[src/rtl/serial_subtractor.sv]
// Bit-serial unsigned subtractor D = X - Y, LSB first, with final borrow-out.
// Latency: start accepted at edge N, done pulses in the cycle after edge N+WIDTH.
// Backpressure: none; start is ignored while busy, accepted in IDLE or on the DONE cycle.
module serial_subtractor #(
  parameter int WIDTH = 4
) (
  input  logic             clk,
  input  logic             rst,
  input  logic             start,
  input  logic [WIDTH-1:0] x,
  input  logic [WIDTH-1:0] y,
  output logic             busy,
  output logic             done,
  output logic [WIDTH-1:0] d,
  output logic             borrow
);

  localparam int CW = $clog2(WIDTH + 1);

  localparam logic [1:0] S_IDLE  = 2'd0;
  localparam logic [1:0] S_SHIFT = 2'd1;
  localparam logic [1:0] S_DONE  = 2'd2;

  logic [1:0]       state_q, state_d;
  logic [WIDTH-1:0] xs_q, xs_d;
  logic [WIDTH-1:0] ys_q, ys_d;
  logic [WIDTH-1:0] rs_q, rs_d;
  logic             c_q, c_d;
  logic [CW-1:0]    cnt_q, cnt_d;
  logic [WIDTH-1:0] d_q, d_d;
  logic             borrow_q, borrow_d;
  logic             busy_q, busy_d;
  logic             done_q, done_d;

  logic a, b, diff, bnext, last, accept;

  // Next-state: one full-subtractor bit per SHIFT cycle; result published only on the last bit.
  always_comb begin
    a        = xs_q[0];
    b        = ys_q[0];
    diff     = a ^ b ^ c_q;
    bnext    = (~a & b) | (~(a ^ b) & c_q);
    last     = (cnt_q == CW'(WIDTH - 1));
    accept   = start && ((state_q == S_IDLE) || (state_q == S_DONE));

    state_d  = state_q;
    xs_d     = xs_q;
    ys_d     = ys_q;
    rs_d     = rs_q;
    c_d      = c_q;
    cnt_d    = cnt_q;
    d_d      = d_q;
    borrow_d = borrow_q;

    case (state_q)
      S_IDLE: begin
        if (accept) state_d = S_SHIFT;
      end
      S_SHIFT: begin
        xs_d  = {1'b0, xs_q[WIDTH-1:1]};
        ys_d  = {1'b0, ys_q[WIDTH-1:1]};
        rs_d  = {diff, rs_q[WIDTH-1:1]};
        c_d   = bnext;
        cnt_d = cnt_q + CW'(1);
        if (last) begin
          state_d  = S_DONE;
          d_d      = {diff, rs_q[WIDTH-1:1]};
          borrow_d = bnext;
        end
      end
      S_DONE: begin
        state_d = accept ? S_SHIFT : S_IDLE;
      end
      default: state_d = S_IDLE;
    endcase

    // Operand capture shares one path for the IDLE and back-to-back DONE cases.
    if (accept) begin
      xs_d  = x;
      ys_d  = y;
      rs_d  = '0;
      c_d   = 1'b0;
      cnt_d = '0;
    end

    busy_d = (state_d == S_SHIFT);
    done_d = (state_d == S_DONE);
  end

  // State and datapath registers; reset aborts any operation in flight.
  always_ff @(posedge clk or posedge rst) begin
    if (rst) begin
      state_q  <= S_IDLE;
      xs_q     <= '0;
      ys_q     <= '0;
      rs_q     <= '0;
      c_q      <= 1'b0;
      cnt_q    <= '0;
      d_q      <= '0;
      borrow_q <= 1'b0;
      busy_q   <= 1'b0;
      done_q   <= 1'b0;
    end else begin
      state_q  <= state_d;
      xs_q     <= xs_d;
      ys_q     <= ys_d;
      rs_q     <= rs_d;
      c_q      <= c_d;
      cnt_q    <= cnt_d;
      d_q      <= d_d;
      borrow_q <= borrow_d;
      busy_q   <= busy_d;
      done_q   <= done_d;
    end
  end

  assign busy   = busy_q;
  assign done   = done_q;
  assign d      = d_q;
  assign borrow = borrow_q;

endmodule

[config.mk]
export PLATFORM = sky130hd
export DESIGN_NAME = serial_subtractor
export DESIGN_NICKNAME = d
export VERILOG_FILES = /design/src/rtl/serial_subtractor.sv
export SDC_FILE = /design/constraint.sdc
export NUM_CORES = 1
export LEC_CHECK = 0
export CAP_MARGIN = 20
export CORE_AREA = 3 3 54 56
export DETAILED_ROUTE_END_ITERATION = 8
export DIE_AREA = 0 0 57 59
export PLACE_DENSITY = 0.63
export SYNTH_ARGS = -nofsm -noshare
export SYNTH_HDL_FRONTEND = slang
export SYNTH_SLANG_ARGS = --single-unit
[constraint.sdc]
create_clock -name clk -period 1.8 [get_ports clk]
set_input_delay 0.27 -clock clk [delete_from_list [all_inputs] [get_ports clk]]
set_output_delay 0.27 -clock clk [all_outputs]
set_load 0.005 [all_outputs]
; Yosys cells after proc, flatten, opt, wreduce, memory -nomap -nowiden
; Index checks and enable logic that the tools add are counted.
[word_totals]
inputBits = 11
reg_bits = 25
word_cells = 42
out_inout_bits = 7
[classes]
add_sub_neg = 1
n_reduce_logical = 5
muxes = 14
n_eq_ne = 5
bitwise = 7
[op_table]
columns = operator, count
row1 = 4-bit two-way mux, 6
row2 = 3-bit two-way mux, 2
row3 = 2-bit one-hot mux with 3 select lines, 1
row4 = "2-bit by 1-bit equality test with 1-bit output, second input constant", 2
row5 = "2-bit equality test, second input constant", 2
row6 = 2-bit two-way mux, 2
row7 = "3-bit by 1-bit adder with 3-bit output, second input constant", 1
row8 = "3-bit by 2-bit equality test with 1-bit output, second input constant", 1
row9 = 1-bit two-way mux, 3
row10 = 1-bit bitwise AND, 2
row11 = 2-bit zero test, 1
row12 = 1-bit NOT, 2
row13 = 2-bit AND reduction, 1
row14 = 2-bit nonzero test, 1
row15 = 1-bit XOR, 2
row16 = 1-bit logical AND, 1
row17 = 1-bit logical OR, 1
row18 = 1-bit bitwise OR, 1

; Longest topological paths before layout
; Gate-level depths: netlist of the first run.
[logic_depth]
word_depth = 6
ltp_mapped = 5
ltp_nobuf = 5

; Worst setup path after synthesis of the first run
; No wires, ideal clock.
[synth_timing]
path_kind = reg2reg
startpoint = register cnt_q[0]
endpoint = register borrow_q, in the netlist borrow
arrival_time_ns = 1.250
synth_period_minus_slack_ns = 1.375
setup_ns = 0.125
slack_ns = 0.425
t_required_ns = 1.675
path_stages_with_launch = 5
path_cell_list = dfrtp_1 ha_1 ha_1 nand3b_2 mux2_2
[synth_via]
elab_chain_len = 2
[synth_lines]
columns = item, line_no
row1 = start: declaration, 29  ; logic [CW-1:0] cnt_q, cnt_d;
row2 = start signal: assignment, 109  ; cnt_q <= cnt_d;
row3 = 3-bit by 2-bit equality test with 1-bit output, 43  ; last = (cnt_q == CW'(WIDTH - 1));
row4 = 2-bit AND reduction (no source line), --
row5 = end signal: assignment, 111  ; borrow_q <= borrow_d;
row6 = end: declaration, 31  ; logic borrow_q, borrow_d;
; Every way passes these cells.
; A chain may end at the register's enable or synchronous reset.

; Final worst setup path of the first run
[layout_timing]
startpoint = register cnt_q[0]
endpoint = register d_q[1], in the netlist d[1]
[layout_via]
elab_chain_len = 2
[layout_lines]
columns = item, line_no
row1 = 3-bit by 2-bit equality test with 1-bit output, 43
row2 = 2-bit AND reduction (no source line), --
row3 = end signal: assignment, 99  ; d_q <= '0;
row4 = end signal: assignment, 110  ; d_q <= d_d;
row5 = end: declaration, 30  ; logic [WIDTH-1:0] d_q, d_d;
; Every way passes these cells.

==> reports/qor.yml, run 1 <==
status: "completed"
cp.arrival_ns: 1.72
fin_util: 0.507
grt_overflow: 0
skew_ns: 0.0115
syn2layout_area_growth_pct: 22.7
fin_crit_ns: 1.50
required_ns: 2.02
p_leak_nw: 0.590
port_buffers: 17
grt_max_degree: 25
path_max_fanout: 9
dp_hpwl_um: 1200
h-tree-depth: 1
intPower_mw: 1.46
viasPerCell: 4.85
timing.fmax_mhz: 667
vias: 635
clk_pin_slew_worst_paths_ns: 0.13
worst_slew_pin_slew_ns: 0.321
num_antenna_cells: 0
drt_iter0_drc: 17
ir_drop_mv: 1.17
power_mw: 2.16
clockBufferDepth: 2
dpl-instance-area_um2: 1200
initial_utilization: 0.413
power.net_switching_mw: 0.696
cts_tree: "built"
die_w_um: 57
cts_setup_buffers: 0
sequentialPowerShare: 0.433
seq_area_frac_synth: 0.587
r2r_slack_ns: 0.30
cts_sinks: 24
stdcell_count: 131
grt_use_total: 0.112
r2r_cells: 4
setup_ws_ns: 0.301
insertion_delay_ns: 0.31
slew_headroom: 0.786
holdBufCountCts: 0
yosys.area_share.simple: 0.0733
holdWs_ns: 0.283
gp_congestion: 0.737
timing.rr.end: "d[1]$_DFFE_PP0P_"
design_area_um2: 1260
power_frac_comb: 0.390
synth_top_family_by_area: "compound AO/OA/AOI/OAI gates"
worst_hold_path_type: "in -> async"
finalHoldViolCount: 0
synth_cell_types: 20
crit_path_end_kind: "flip-flop"
setup_viol_count_final: 0
synth_compound_area_frac: 0.155
maxSlewViolCount: 0
ys_ff_latch: 24
routed_wl_um: 1700
boundaryPins: 18
grt_antenna_before_repair: 0
fin_crit_sh: 0.833
syn-num-nets: 97
yosys.area_share.xor_xnor: 0
synthAdderAreaFrac: 0.0440
cts_resized: 0
grt_pass1_vias: 642
worstReg2RegStart: "cnt_q[0]$_DFFE_PP0P_"
cts-root-buf: "clkbuf_4"
postSynthCellCount: 83
yosysWarnings: 0
drtPass1Iterations: 4
coreArea_um2: 2480
dp_slack_ns: 0.315
fp.dieH_um: 59
rsz0062_at_grt: "false"
fp-row-count: 18
pwr-share-clk: 0.177
wl_per_cell_um: 12.9
setup_tns_ns: 0
dp_cells: 127
floorplan.die_area_um2: 3360
final_cell_mix: "dfrtp_1, clkdlybuf4s50_1, inv_1"
yosys-mux-area-fraction: 0.0660
grt_pass1_wl_um: 2970
avgSynthCellArea_um2: 12.3
criticalPathCategory: "reg -> reg"
layout-drive-gt1-share: 0.149
cp-start-kind: "flip-flop"
power-per-cell-area_nw_per_um2: 1720
cts_buffers: 3
final_common_cell: "dfrtp_1"
syn_area_um2: 1020
finalNetCount: 116
maxCapViolations: 0
drc: 0
detail-route-antenna-nets: 0
netSwitchingFraction: 0.322
## cell families after synthesis
family | after synthesis
AO/OA/AOI/OAI | 25
flip-flops | 24
buffers and inverters | 15
AND/OR/NAND/NOR | 10
multiplexers | 6
adder cells (fa/ha/maj) | 3
## worst max-delay path, stage by stage (launching register included)
cell and delay, ns:
dfrtp_1 0.42, ha_1 0.21, ha_1 0.22, nand3b_2 0.20, mux2_2 0.36
## cell usage after synthesis, drive strengths merged
| master | number | area share |
|---|---|---|
| nor2b | 1 | 0.0061 |
| o22ai | 6 | 0.037 |
| fa | 1 | 0.020 |
| nand3b | 1 | 0.011 |
| inv | 11 | 0.040 |
| a22o | 5 | 0.043 |
| nand3 | 2 | 0.0098 |
| buf | 4 | 0.034 |
| mux2 | 6 | 0.066 |
| ha | 2 | 0.024 |
| nor2 | 1 | 0.0037 |
| nand2b | 2 | 0.027 |
| o2bb2ai | 2 | 0.017 |
| and2 | 1 | 0.0086 |
| nand2 | 2 | 0.0073 |
| o21ai | 6 | 0.029 |
| a21oi | 6 | 0.029 |
| dfrtp | 24 | 0.59 |
## cell type report
class	instances	area (um2)
Clock buffer	3	22.5
Fill cell	220	1220
Clock inverter	1	30.0
Timing Repair Buffer	18	178
Sequential cell	24	601
Tap cell	30	37.5
Multi-Input combinational cell	44	347
Inverter	11	41.3
## flip-flops by register name, indices dropped and copies added, names as in the netlist
name	count
cnt_q	3
state_q	2
borrow	1
xs_q	4
done	1
c_q	1
ys_q	4
d	4
busy	1
rs_q	3
## routing by layer
layer / global-route usage / vias to the layer above / wire length [um]
met5: 0 / - / 0
met4: 0.00993 / 0 / 0
met3: 0.0392 / 0 / 113
met2: 0.158 / 20 / 769
met1: 0.173 / 293 / 812
li1: - / 322 / -
## power by group through the flow
stage                     clock (mW)  combinational [mW]  sequential, mW
after floorplan                    0               0.670           0.901
after global placement             0               0.834           0.948
after CTS                      0.392               0.858           0.938
after global routing           0.419               0.961           0.973
final                          0.382               0.841           0.936
after detailed placement           0               0.857           0.947
## worst max-delay path by stage
| stage | slack [ns] | from | endpoint |
|---|---|---|---|
| 6_report | 0.30 | cnt_q[0]$_DFFE_PP0P_ | d[1]$_DFFE_PP0P_ |
| 5_1_grt | 0.20 | cnt_q[0]$_DFFE_PP0P_ | borrow$_DFFE_PP0P_ |
| 4_1_cts | 0.29 | cnt_q[0]$_DFFE_PP0P_ | d[1]$_DFFE_PP0P_ |
| 3_5_place_dp | 0.31 | cnt_q[0]$_DFFE_PP0P_ | d[1]$_DFFE_PP0P_ |
| 3_3_place_gp | 0.31 | cnt_q[0]$_DFFE_PP0P_ | borrow$_DFFE_PP0P_ |
| 2_1_floorplan | 0.42 | cnt_q[0]$_DFFE_PP0P_ | borrow$_DFFE_PP0P_ |
No activity file was read; power rests on OpenSTA's default activity.
==> run 2: changes to the inputs <==
==> constraint.sdc (replaced) <==
create_clock -name clk -period 1.4 [get_ports clk]
set_input_delay 0.21 -clock clk [delete_from_list [all_inputs] [get_ports clk]]
set_output_delay 0.21 -clock clk [all_outputs]
set_load 0.005 [all_outputs]
==> run 2 against run 1 <==
Combinational power is 49% higher. Critical path depth is 1 lower. Wire length is 11% higher. Clock-buffer cell count is 1 higher. Final cell count is 6.1% higher. Total power is 31% higher. Die area stayed put. Setup slack worse by 0.29 ns. First-iteration DRC count is 5.9% lower.
==> reports/qor.yml, run 2 (same netlist as run 1, synthesis figures left out) <==
cts-root-buf: "clkbuf_4"
p_leak_nw: 0.670
worst_hold_path_type: "in -> async"
routed_wl_um: 1870
gp_congestion: 0.719
vias: 689
drc: 0
detail-route-antenna-nets: 0
power.net_switching_mw: 0.959
dp_slack_ns: -0.0315
fin_crit_sh: 0.989
power-per-cell-area_nw_per_um2: 2130
met3WireLength_um: 104
rsz0062_at_grt: "true"
power_frac_comb: 0.442
required_ns: 1.62
grt_use_total: 0.122
netSwitchingFraction: 0.338
cp.arrival_ns: 1.60
initial_utilization: 0.413
finalNetCount: 124
skew_ns: 0.00542
coreArea_um2: 2480
viasPerCell: 4.96
path_delay_family: "flip-flops"
met1Wirelength_um: 873
intPower_mw: 1.88
floorplan.die_area_um2: 3360
clockBufferDepth: 2
worstPathCellList: "fa_2 > mux2_4 > a22o_1"
status: "completed"
critPathSlowestCell: "dfrtp_1"
syn2layout_area_growth_pct: 30.1
fin_util: 0.537
grt_pass1_vias: 706
top_layer: "met3"
slew_headroom: 0.752
fp.dieH_um: 59
grt_antenna_before_repair: 0
clk_pin_slew_worst_paths_ns: 0.14
nFillCells: 231
worst_slew_pin_slew_ns: 0.373
die_w_um: 57
holdBufCountCts: 0
dp_hpwl_um: 1340
maxSlewViolCount: 0
multi_input_area_um2: 377
path_max_fanout: 2
sequentialPowerShare: 0.429
maxCapViolations: 0
port_buffers: 17
boundaryPins: 18
grt_pass1_wl_um: 3140
cts_sinks: 24
cts_buffers: 3
grt_max_degree: 25
drt_iter0_drc: 16
timing.critical_path.buf_inv: 0
timing.fmax_mhz: 722
layout-drive-gt1-share: 0.239
final_common_cell: "dfrtp_1"
crit_path_end_kind: "flip-flop"
wl_met2_um: 895
cpPeakStageDelay_ns: 0.43
final_cell_mix: "dfrtp_1, clkdlybuf4s50_1, inv_1, buf_4"
ir_drop_mv: 1.02
pwr-share-clk: 0.129
fin_crit_ns: 1.38
drtPass1Iterations: 4
finalHoldViolCount: 0
r2r_slack_ns: 0.02
setup_ws_ns: 0.0156
num_antenna_cells: 0
cp-start-kind: "flip-flop"
layout.area.seq_um2: 601
h-tree-depth: 1
criticalPathCategory: "reg -> reg"
insertion_delay_ns: 0.31
fp-row-count: 18
cts_tree: "built"
wl_per_cell_um: 13.5
grt_overflow: 0
setup_viol_count_final: 0
## run 2: changes by cell type in the layout (fill, tap and decap cells not counted), sizes merged
cell,delta
clkdlybuf4s50,-5
dlymetal6s2s,+2
buf,+8
dlygate4sd2,+3
clkbuf,+1
bufinv,-1
## run 2: layout make-up
type                            instances  share of cell area
Clock buffer                            4              0.0273
Inverter                               11              0.0310
Multi-Input combinational cell         44               0.283
Sequential cell                        24               0.451
Tap cell                               30              0.0282
Timing Repair Buffer                   26               0.180
## run 2: metrics by stage
| step | TNS (ns) | power, mW | hold slack (ns) | std cells | cell area [um2] |
|---|---|---|---|---|---|
| final | 0 | 2.84 | 0.227 | 139 | 1330 |
| after floorplan | 0 | 2.02 | 0.225 | 83 | 1020 |
| after detailed placement | -0.0542 | 2.42 | 0.473 | 133 | 1250 |
| after global placement | -0.0206 | 2.38 | 0.462 | 133 | 1250 |
| after CTS | 0 | 2.81 | 0.236 | 138 | 1300 |
| after global routing | -0.0276 | 3.08 | 0.252 | 139 | 1330 |
## run 2: repair_timing
item,4_1_cts,5_1_grt
hold endpoints to repair,0,0
resized for setup,6,5
setup buffers,1,1
endpoints found under the setup margin,8,6
pin swaps,0,2
## run 2: worst register-to-register path: cells and delay by family, from the launching register on
family | cells | cell delay, ns
AOI/OAI and AO/OA | 1 | 0.20
adders and majority gates | 1 | 0.40
DFF | 1 | 0.43
muxes | 1 | 0.27
## run 2: path summary, 6_finish.rpt
| kind | startpoint | to | cells after the start |
|---|---|---|---|
| max in group asynchronous | rst | done$_DFF_PP0_ | 3 |
| min in group clk | x[3] | xs_q[3]$_DFFE_PP0P_ | 2 |
| max | ys_q[0]$_DFFE_PP0P_ | c_q$_DFFE_PP0P_ | 3 |
| min reg2reg | d[2]$_DFFE_PP0P_ | d[2]$_DFFE_PP0P_ | 2 |
| max reg2reg | ys_q[0]$_DFFE_PP0P_ | c_q$_DFFE_PP0P_ | 3 |
| min | rst | d[0]$_DFFE_PP0P_ | 3 |
## run 2: power by group through the flow
stage	registers [mW]	logic, mW	clock network, mW
final	1.22	1.25	0.366
after global routing	1.26	1.42	0.406
after CTS	1.22	1.21	0.381
after detailed placement	1.23	1.19	0
after global placement	1.21	1.17	0
after floorplan	1.16	0.862	0
## run 2: routing by layer
layer,up-vias,global-route usage
li1,337,-
met1,336,0.160
met2,16,0.197
met3,0,0.0283
met4,0,0.0430
met5,-,0
==> run 3: changes to the inputs <==
--- a/config.mk
+++ b/config.mk
@@ -9,7 +9,8 @@
 export CORE_AREA = 3 3 54 56
 export DETAILED_ROUTE_END_ITERATION = 8
 export DIE_AREA = 0 0 57 59
-export PLACE_DENSITY = 0.63
+export MAX_ROUTING_LAYER = met4
+export PLACE_DENSITY = 0.65
 export SYNTH_ARGS = -nofsm -noshare
 export SYNTH_HDL_FRONTEND = slang
 export SYNTH_SLANG_ARGS = --single-unit
==> constraint.sdc (replaced) <==
create_clock -name clk -period 1.22 [get_ports clk]
set_input_delay 0.183 -clock clk [delete_from_list [all_inputs] [get_ports clk]]
set_output_delay 0.183 -clock clk [all_outputs]
set_load 0.005 [all_outputs]
==> run 3 against run 2 <==
Critical path type unchanged. Sequential cell count stayed put. Clock power rose by 60%. Register-to-register slack got worse by 0.16 ns. Largest power group unchanged. Combinational power up 47%. Via count is 9.4% higher. Clock skew grew 0.0082 ns. Final cell count increased by 6.5%. Sequential power rose by 15%. Non-clock buffer count rose by 9. Total power up 35%. Critical endpoint unchanged. Wire length rose by 12%. The run now ends with setup timing left.
==> reports/qor.yml, run 3 (same netlist as run 1, synthesis figures left out) <==
wl_met2_um: 1110
rsz0062_at_grt: "true"
power-per-cell-area_nw_per_um2: 2600
holdWs_ns: 0.184
vias: 754
fin_crit_ns: 1.37
syn2layout_area_growth_pct: 43.9
insertion_delay_ns: 0.32
violations: "setup timing"
worst_slew_pin_slew_ns: 0.306
intPower_mw: 2.56
met3WireLength_um: 84
design_area_um2: 1470
initial_utilization: 0.413
drt_iter0_drc: 8
dp_hpwl_um: 1380
holdBufCountCts: 0
grt_overflow: 0
maxCapViolations: 0
power.net_switching_mw: 1.26
port_buffers: 17
p_leak_nw: 0.729
skew_ns: 0.0136
netSwitchingFraction: 0.330
worst_hold_path_type: "in -> async"
sequentialPowerShare: 0.366
h-tree-depth: 1
pwr-share-clk: 0.153
path_max_fanout: 2
final_cell_mix: "dfrtp_1, buf_4, inv_1, clkdlybuf4s50_1"
fin_crit_sh: 1.12
floorplan.die_area_um2: 3360
grt_use_total: 0.147
crit_path_end_kind: "flip-flop"
fp-row-count: 18
die_w_um: 57
required_ns: 1.45
layout-drive-gt1-share: 0.347
timing.fmax_mhz: 731
cp-start-kind: "flip-flop"
cts-root-buf: "clkbuf_4"
dpl-instance-area_um2: 1320
finalNetCount: 133
cts_sinks: 24
maxSlewViolCount: 0
clockBufferDepth: 2
setup_viol_count_final: 4
grt_max_degree: 25
finalHoldViolCount: 0
ir_drop_mv: 1.52
routed_wl_um: 2090
num_antenna_cells: 0
grt_pass1_wl_um: 3760
grt_antenna_before_repair: 0
drc: 0
slew_headroom: 0.796
wl_per_cell_um: 14.1
met1Wirelength_um: 888
dp_slack_ns: -0.133
clk_pin_slew_worst_paths_ns: 0.15
cts_tree: "built"
fp.dieH_um: 59
criticalPathCategory: "reg -> reg"
cts_buffers: 3
top_layer: "met4"
cp.arrival_ns: 1.60
detail-route-antenna-nets: 0
setup_ws_ns: -0.148
coreArea_um2: 2480
boundaryPins: 18
gp_congestion: 0.715
power_mw: 3.82
final_common_cell: "dfrtp_1"
power_frac_comb: 0.481
grt_pass1_vias: 875
drtPass1Iterations: 4
status: "finished, violations left"
viasPerCell: 5.09
run 3: critical path, stage by stage (launching register included):
cell,delay (ns)
dfrtp_1,0.36
inv_2,0.05
fa_2,0.38
mux2_2,0.26
a22o_1,0.22
run 3: final timing paths:
kind                                startpoint              endpoint  slack (ns)  cells after the start
hold reg to reg            ys_q[3]$_DFFE_PP0P_   ys_q[3]$_DFFE_PP0P_        0.52                      1
max in group asynchronous                  rst  cnt_q[1]$_DFFE_PP0P_        0.79                      3
setup reg to reg           xs_q[0]$_DFFE_PP0P_       c_q$_DFFE_PP0P_       -0.15                      4
setup / recovery           xs_q[0]$_DFFE_PP0P_       c_q$_DFFE_PP0P_       -0.15                      4
min in group clk                          y[3]   ys_q[3]$_DFFE_PP0P_        0.47                      2
hold / removal                             rst      d[2]$_DFFE_PP0P_        0.18                      3
run 3: power groups by stage:
stage	Combinational, mW	Clock [mW]	Sequential (mW)
floorplan	1.07	0	1.34
global placement	1.52	0	1.39
detailed placement	1.57	0	1.41
CTS	1.71	0.597	1.40
global route	2.03	0.635	1.45
finish	1.84	0.585	1.40
run 3: what timing repair did:
action                     CTS  global route
gates resized for setup     11            12
setup endpoints to repair   14            12
pin swaps                    2             2
setup buffers                6             2
run 3: cell type report:
type / count / area (um2)
fillers: 218 / 1000
flip-flops and latches: 24 / 601
multi-input cells: 44 / 418
repair buffers: 35 / 323
inverters: 11 / 41.3
well taps: 30 / 37.5
clock inverters: 1 / 30.0
clock buffers: 3 / 22.5
run 3: through the flow:
stage / utilization / TNS (ns) / std cells
finish: 0.594 / -0.370 / 148
global route: 0.594 / -0.655 / 148
CTS: 0.576 / -0.407 / 146
detailed placement: 0.532 / -1.00 / 136
global placement: 0.532 / -0.844 / 136
floorplan: - / -0.258 / 83
run 3: layer usage:
metal  vias to the layer above  track usage
li1                        353            -
met1                       383        0.164
met4                         0       0.0596
met3                         2       0.0218
met5                         -            -
met2                        16        0.264
